**src/rtl/tdc_meas_sequencer.sv**
```systemverilog
// -----------------------------------------------------------------------------
// tdc_meas_sequencer
//   Single-clock measurement sequencer for the TDC core. For each sample it
//   issues a one-cycle launch strobe, waits cap_delay idle cycles, issues a
//   one-cycle capture strobe, waits SETTLE cycles for the synchronised
//   population count (hw_in) to become valid, then folds the saturated sample
//   into running sum/min/max and flips pg_tog. After n_samples samples the
//   result is offered on a valid/ready handshake.
//
//   Handshake: res_valid rises in DONE and stays high, with res_sum/res_min/
//   res_max stable, until a cycle where res_valid & res_ready are both 1; that
//   cycle is the transfer and the sequencer is back in IDLE on the next cycle.
//
// Ports
//   clk, rst_n        system clock, asynchronous active-low reset
//   start             run request, honoured only in IDLE with n_samples != 0
//   abort             synchronous cancel (ignored in IDLE and DONE)
//   n_samples         samples per run, latched at accepted start
//   cap_delay         idle cycles between launch and capture, latched at start
//   busy              run in progress (any state except IDLE)
//   clk_launch        one-cycle launch strobe
//   clk_capture       one-cycle capture strobe
//   pg_tog            pulse-generator toggle, flips once per completed sample
//   hw_in             TDC population count
//   res_valid/ready   result handshake
//   res_sum/min/max   run result (hold until the next accepted start)
//   dbg_state         current FSM state for observation
// -----------------------------------------------------------------------------
module tdc_meas_sequencer #(
   parameter int N      = 64,
   parameter int N_O    = $clog2(N),
   parameter int CNT_W  = 16,
   parameter int DLY_W  = 4,
   parameter int SETTLE = 3,
   parameter int ACC_W  = N_O + 1 + CNT_W
) (
   input  logic               clk,
   input  logic               rst_n,
   input  logic               start,
   input  logic               abort,
   input  logic [CNT_W-1:0]   n_samples,
   input  logic [DLY_W-1:0]   cap_delay,
   output logic               busy,
   output logic               clk_launch,
   output logic               clk_capture,
   output logic               pg_tog,
   input  logic [N_O:0]       hw_in,
   output logic               res_valid,
   input  logic               res_ready,
   output logic [ACC_W-1:0]   res_sum,
   output logic [N_O:0]       res_min,
   output logic [N_O:0]       res_max,
   output logic [2:0]         dbg_state
);

   localparam int HW_W  = N_O + 1;
   localparam int SET_W = $clog2(SETTLE + 1);

   typedef enum logic [2:0] {
      S_IDLE    = 3'd0,
      S_LAUNCH  = 3'd1,
      S_GAP     = 3'd2,
      S_CAPTURE = 3'd3,
      S_SETTLE  = 3'd4,
      S_ACCUM   = 3'd5,
      S_DONE    = 3'd6
   } state_t;

   state_t             state_q;
   logic [CNT_W-1:0]   n_q;
   logic [CNT_W-1:0]   cnt_q;
   logic [DLY_W-1:0]   dly_q;
   logic [DLY_W-1:0]   gap_cnt_q;
   logic [SET_W-1:0]   set_cnt_q;
   logic               busy_q;
   logic               launch_q;
   logic               capture_q;
   logic               pg_tog_q;
   logic               valid_q;
   logic [ACC_W-1:0]   sum_q;
   logic [HW_W-1:0]    min_q;
   logic [HW_W-1:0]    max_q;

   // Sample value clamped to the physical delay-line length.
   logic [HW_W-1:0]    samp_d;
   logic               abortable_d;

   always_comb begin
      samp_d      = (hw_in > HW_W'(N)) ? HW_W'(N) : hw_in;
      abortable_d = (state_q != S_IDLE) && (state_q != S_DONE);
   end

   always_ff @(posedge clk or negedge rst_n) begin
      if (!rst_n) begin
         state_q   <= S_IDLE;
         n_q       <= '0;
         cnt_q     <= '0;
         dly_q     <= '0;
         gap_cnt_q <= '0;
         set_cnt_q <= '0;
         busy_q    <= 1'b0;
         launch_q  <= 1'b0;
         capture_q <= 1'b0;
         pg_tog_q  <= 1'b0;
         valid_q   <= 1'b0;
         sum_q     <= '0;
         min_q     <= HW_W'(N);
         max_q     <= '0;
      end else begin
         // Strobes are single-cycle; they are re-asserted only on entry.
         launch_q  <= 1'b0;
         capture_q <= 1'b0;
         if (abort && abortable_d) begin
            state_q <= S_IDLE;
            busy_q  <= 1'b0;
         end else begin
            case (state_q)
               S_IDLE: begin
                  if (start && (n_samples != '0)) begin
                     n_q      <= n_samples;
                     dly_q    <= cap_delay;
                     cnt_q    <= '0;
                     sum_q    <= '0;
                     min_q    <= HW_W'(N);
                     max_q    <= '0;
                     busy_q   <= 1'b1;
                     launch_q <= 1'b1;
                     state_q  <= S_LAUNCH;
                  end
               end
               S_LAUNCH: begin
                  if (dly_q != '0) begin
                     gap_cnt_q <= DLY_W'(1);
                     state_q   <= S_GAP;
                  end else begin
                     capture_q <= 1'b1;
                     state_q   <= S_CAPTURE;
                  end
               end
               S_GAP: begin
                  // gap_cnt_q numbers the GAP cycles 1..dly_q.
                  if (gap_cnt_q == dly_q) begin
                     capture_q <= 1'b1;
                     state_q   <= S_CAPTURE;
                  end else begin
                     gap_cnt_q <= gap_cnt_q + DLY_W'(1);
                  end
               end
               S_CAPTURE: begin
                  set_cnt_q <= SET_W'(1);
                  state_q   <= S_SETTLE;
               end
               S_SETTLE: begin
                  if (set_cnt_q == SET_W'(SETTLE)) begin
                     state_q <= S_ACCUM;
                  end else begin
                     set_cnt_q <= set_cnt_q + SET_W'(1);
                  end
               end
               S_ACCUM: begin
                  sum_q    <= sum_q + ACC_W'(samp_d);
                  if (samp_d < min_q) min_q <= samp_d;
                  if (samp_d > max_q) max_q <= samp_d;
                  cnt_q    <= cnt_q + CNT_W'(1);
                  pg_tog_q <= ~pg_tog_q;
                  if ((cnt_q + CNT_W'(1)) == n_q) begin
                     valid_q <= 1'b1;
                     state_q <= S_DONE;
                  end else begin
                     launch_q <= 1'b1;
                     state_q  <= S_LAUNCH;
                  end
               end
               S_DONE: begin
                  if (res_ready) begin
                     valid_q <= 1'b0;
                     busy_q  <= 1'b0;
                     state_q <= S_IDLE;
                  end
               end
               default: begin
                  busy_q  <= 1'b0;
                  valid_q <= 1'b0;
                  state_q <= S_IDLE;
               end
            endcase
         end
      end
   end

   assign busy        = busy_q;
   assign clk_launch  = launch_q;
   assign clk_capture = capture_q;
   assign pg_tog      = pg_tog_q;
   assign res_valid   = valid_q;
   assign res_sum     = sum_q;
   assign res_min     = min_q;
   assign res_max     = max_q;
   assign dbg_state   = state_q;

endmodule
```
**config.mk**
```make
export PLATFORM = sky130hd
export DESIGN_NAME = tdc_meas_sequencer
export DESIGN_NICKNAME = d
export VERILOG_FILES = /design/src/rtl/tdc_meas_sequencer.sv
export SDC_FILE = /design/constraint.sdc
export NUM_CORES = 1
export LEC_CHECK = 0
export ABC_AREA = 0
export ABC_CLOCK_PERIOD_IN_PS = 3100
export CAP_MARGIN = 20
export CORE_MARGIN = 2
export CORE_UTILIZATION = 55
export DETAILED_ROUTE_END_ITERATION = 12
export HOLD_SLACK_MARGIN = 0.12
export PLACE_DENSITY = 0.83
export SLEW_MARGIN = 5
export SYNTH_ARGS = -nofsm -noshare
export SYNTH_HDL_FRONTEND = slang
export SYNTH_SLANG_ARGS = --single-unit
```
**constraint.sdc**
```tcl
create_clock -name clk -period 3.1 [get_ports clk]
set_clock_uncertainty 0.2 [all_clocks]
set_input_delay 0.62 -clock clk [delete_from_list [all_inputs] [get_ports clk]]
set_output_delay 0.62 -clock clk [all_outputs]
set_load 0.02 [all_outputs]
```
==> metrics <==
outcome finished, final reports clean; CTS max path bufs 2; Final Hold Fails 0; Cell Int Power 2.34 mW; hold endpoint pg_tog; Die Footprint 0.0102 mm^2; Post-Syn Instances 533; Pre-Repair DR Iteration Count 5; Synthesis Warnings 0; number of unique standard cell types used by synthesis 69; Crit. End Element flop; share of cells above drive strength 1 14.6%; min-delay worst type flop to flop; cell taking the most area after synthesis dfrtp_1; max cap viols 0; # IOs 77; r2r startpoint cnt_q[0]; Detail Route Antenna Nets 0; Synth top area share 41.7%; gp weighted congestion 0.907; Power Density 561 mW/mm^2; largest net degree at the start of global routing 46; startpoint of the worst hold path pg_tog; Crit path required time 3.15 ns; DR WL/cell 17.1 um; diodes inserted 0; worst slew pin tran 0.975 ns; chip height 101 um; P_sw 1.32 mW; worst hold slack 0.273 ns; CTS tree done; Placeable Area 0.00915 mm^2; fin crit period 2.97 ns; gr usage total 26.3%; Die Width 101 um; hold depth 1; Pleak 2.73 nW; first-pass GRT wire length 21.3 mm; Post-synth EDFFs 0; routed wire length 12.8 mm; DP HPWL 9.28 mm; synthesized cell area 0.00516 mm^2; vias in the first global route 4419; Setup CP Type primary input to flop; final non-filler cell total 747; Clk pin slew, worst setup/hold paths 0.09 ns; Max rail drop VDD 0.417 mV; Worst slew margin 35.0%; DRC violations left 0; Placed Cells 729; DRT iter0 DRCs 225; CP Data Arrival Time 3.03 ns; Skew-Pair Late Insertion Delay 0.36 ns; layout net count 687; crit path max fanout 7; final worst-path cycle share 95.9%; max-slew violation count 0; num rows 35; CTS H-tree lvls 3; Reg2Reg Depth 8; grt ovf 0; unrepaired setup endpoints after global routing no; I/O Buffers 76; largest cells by area after synthesis dfrtp_1, ha_1, o21ai_0; Clock Sinks 87; crit path launch type primary input; area grow syn2layout 26.3%; Comb pwr share 35.0%; Fin Setup TNS 0 ns; Via density 6.02; Clock power frac 22.0%; top_reg_cell synth dfrtp_1; Post-Syn Area per Cell 9.68 um^2; Fmax 337 MHz; total CTS buffers 9; vias post-DR 4498; Finish-stage setup viols 0; Initial Utilization 56.4%; Sw Share 36.0%; clock tree root buffer cell clkbuf_8; R2R Setup Slk 0.24 ns; register bit total from synthesis 87; R2R Path End res_valid; Synthesized Nets 589; initial antenna violation count 0; Async SR Flop Fraction 100%; register share of total power 42.9%; post-synthesis sequential area ratio 42.2%
==> worst max path at each step <==
| stage | start | to | slack (ns) | cells past startpoint |
|---|---|---|---|---|
| after floorplan | hw_in[0] | res_sum[12] | 0.008 | 11 |
| after global placement | hw_in[0] | res_sum[16] | -0.57 | 12 |
| after detailed placement | hw_in[6] | res_sum[12] | -0.67 | 12 |
| after CTS | hw_in[6] | res_sum[12] | 0.002 | 13 |
| after global routing | hw_in[1] | res_sum[12] | 0.03 | 12 |
| final | hw_in[1] | res_sum[12] | 0.13 | 12 |
==> repair_timing <==
| item | CTS | global route |
|---|---|---|
| pin swaps | 2 | 8 |
| setup buffers | 1 | 0 |
| hold endpoints to repair | 42 | 0 |
| setup endpoints to repair | 8 | 17 |
| resized for setup | 5 | 14 |
| hold buffers | 1 | 0 |
==> Yosys cell counts, drive strengths merged (5+ instances only) <==
library cell  count
nand4             9
nor3             13
clkbuf           15
nor4             10
and3              5
nor2b            10
or3               7
a31oi             6
inv              29
o21ai            51
o31ai             9
nand2            37
xnor2            24
a22oi             5
buf               9
a21oi            26
mux2             18
xor2             16
nand3            13
ha               23
a22o             17
dfrtp            86
nand2b            7
nor2             34
==> layout by cell type (no fill, tap or decap), types with 7 or more instances in the layout <==
cell type	n
clkdlybuf4s50_1	73
nor2b_1	9
a22o_1	17
dfrtp_1	86
nor2_1	34
nand3_1	12
xor2_1	16
ha_1	22
or3_1	7
o21ai_0	46
clkbuf_8	9
nand4_1	8
a21oi_1	25
o31ai_1	8
buf_4	33
xnor2_1	24
nor4_1	9
nand2_1	36
nor3_1	11
mux2_2	18
nand2b_1	7
inv_1	28
==> power groups by stage <==
stage,Clock (mW),Sequential [mW],Combinational (mW)
final,0.806,1.57,1.28
after global placement,0,1.58,1.22
after floorplan,0,1.54,0.867
after CTS,0.823,1.57,1.27
after global routing,0.866,1.61,1.40
after detailed placement,0,1.59,1.26
==> stage by stage <==
step	total power [mW]	util (%)	setup WS (ns)	area (um^2)
finish	3.66	71.2	0.128	6520
global route	3.88	71.2	0.0280	6520
CTS	3.67	70.4	0.00211	6440
detailed placement	2.86	67.9	-0.669	6210
global placement	2.80	67.9	-0.570	6210
floorplan	2.41	-	0.00839	5160
==> cell families (layout without fill, tap and decap cells) <==
group | after synthesis | count (layout) | share of synthesized area (%)
multiplexers | 21 | 21 | 4.51
XOR/XNOR | 40 | 40 | 6.79
adder cells (fa/ha/maj) | 24 | 24 | 5.97
AO/OA/AOI/OAI | 150 | 150 | 19.3
flip-flops | 87 | 87 | 42.2
AND/OR/NAND/NOR | 158 | 158 | 16.7
buffers and inverters | 53 | 156 | 4.51
==> sequential cells by signal, indices dropped and copies added, names as in the netlist <==
register	flops
res_min	7
res_max	7
res_valid	1
clk_launch	1
res_sum	23
n_q	16
cnt_q	16
set_cnt_q	2
pg_tog	1
dbg_state	3
dly_q	4
busy	1
clk_capture	1
gap_cnt_q	4
==> critical path, cell delays in order <==
cell             delay, ns
clkdlybuf4s50_1       0.45
nor2b_1               0.18
inv_1                 0.08
fa_2                  0.35
nor2b_1               0.12
o21ai_1               0.10
a21boi_1              0.21
o211ai_1              0.10
buf_4                 0.20
a2111oi_4             0.39
xnor2_1               0.16
nor2_1                0.07
==> cell type report <==
cell class	instances	area, um^2
sequential	87	2180
clock buffer	10	128
fill	678	2640
clock inverter	6	70.1
tap	111	139
multi-input combinational	393	2840
inverter	29	109
timing repair buffer	111	1050
==> metal layers <==
| metal | part of all wire, % | track usage [%] |
|---|---|---|
| met1 | 44 | 35.7 |
| met2 | 49 | 42.4 |
| met3 | 5.4 | 5.20 |
| met4 | 1.7 | 8.96 |
| met5 | 0 | 0 |
Power figures use the tool's default switching activity.
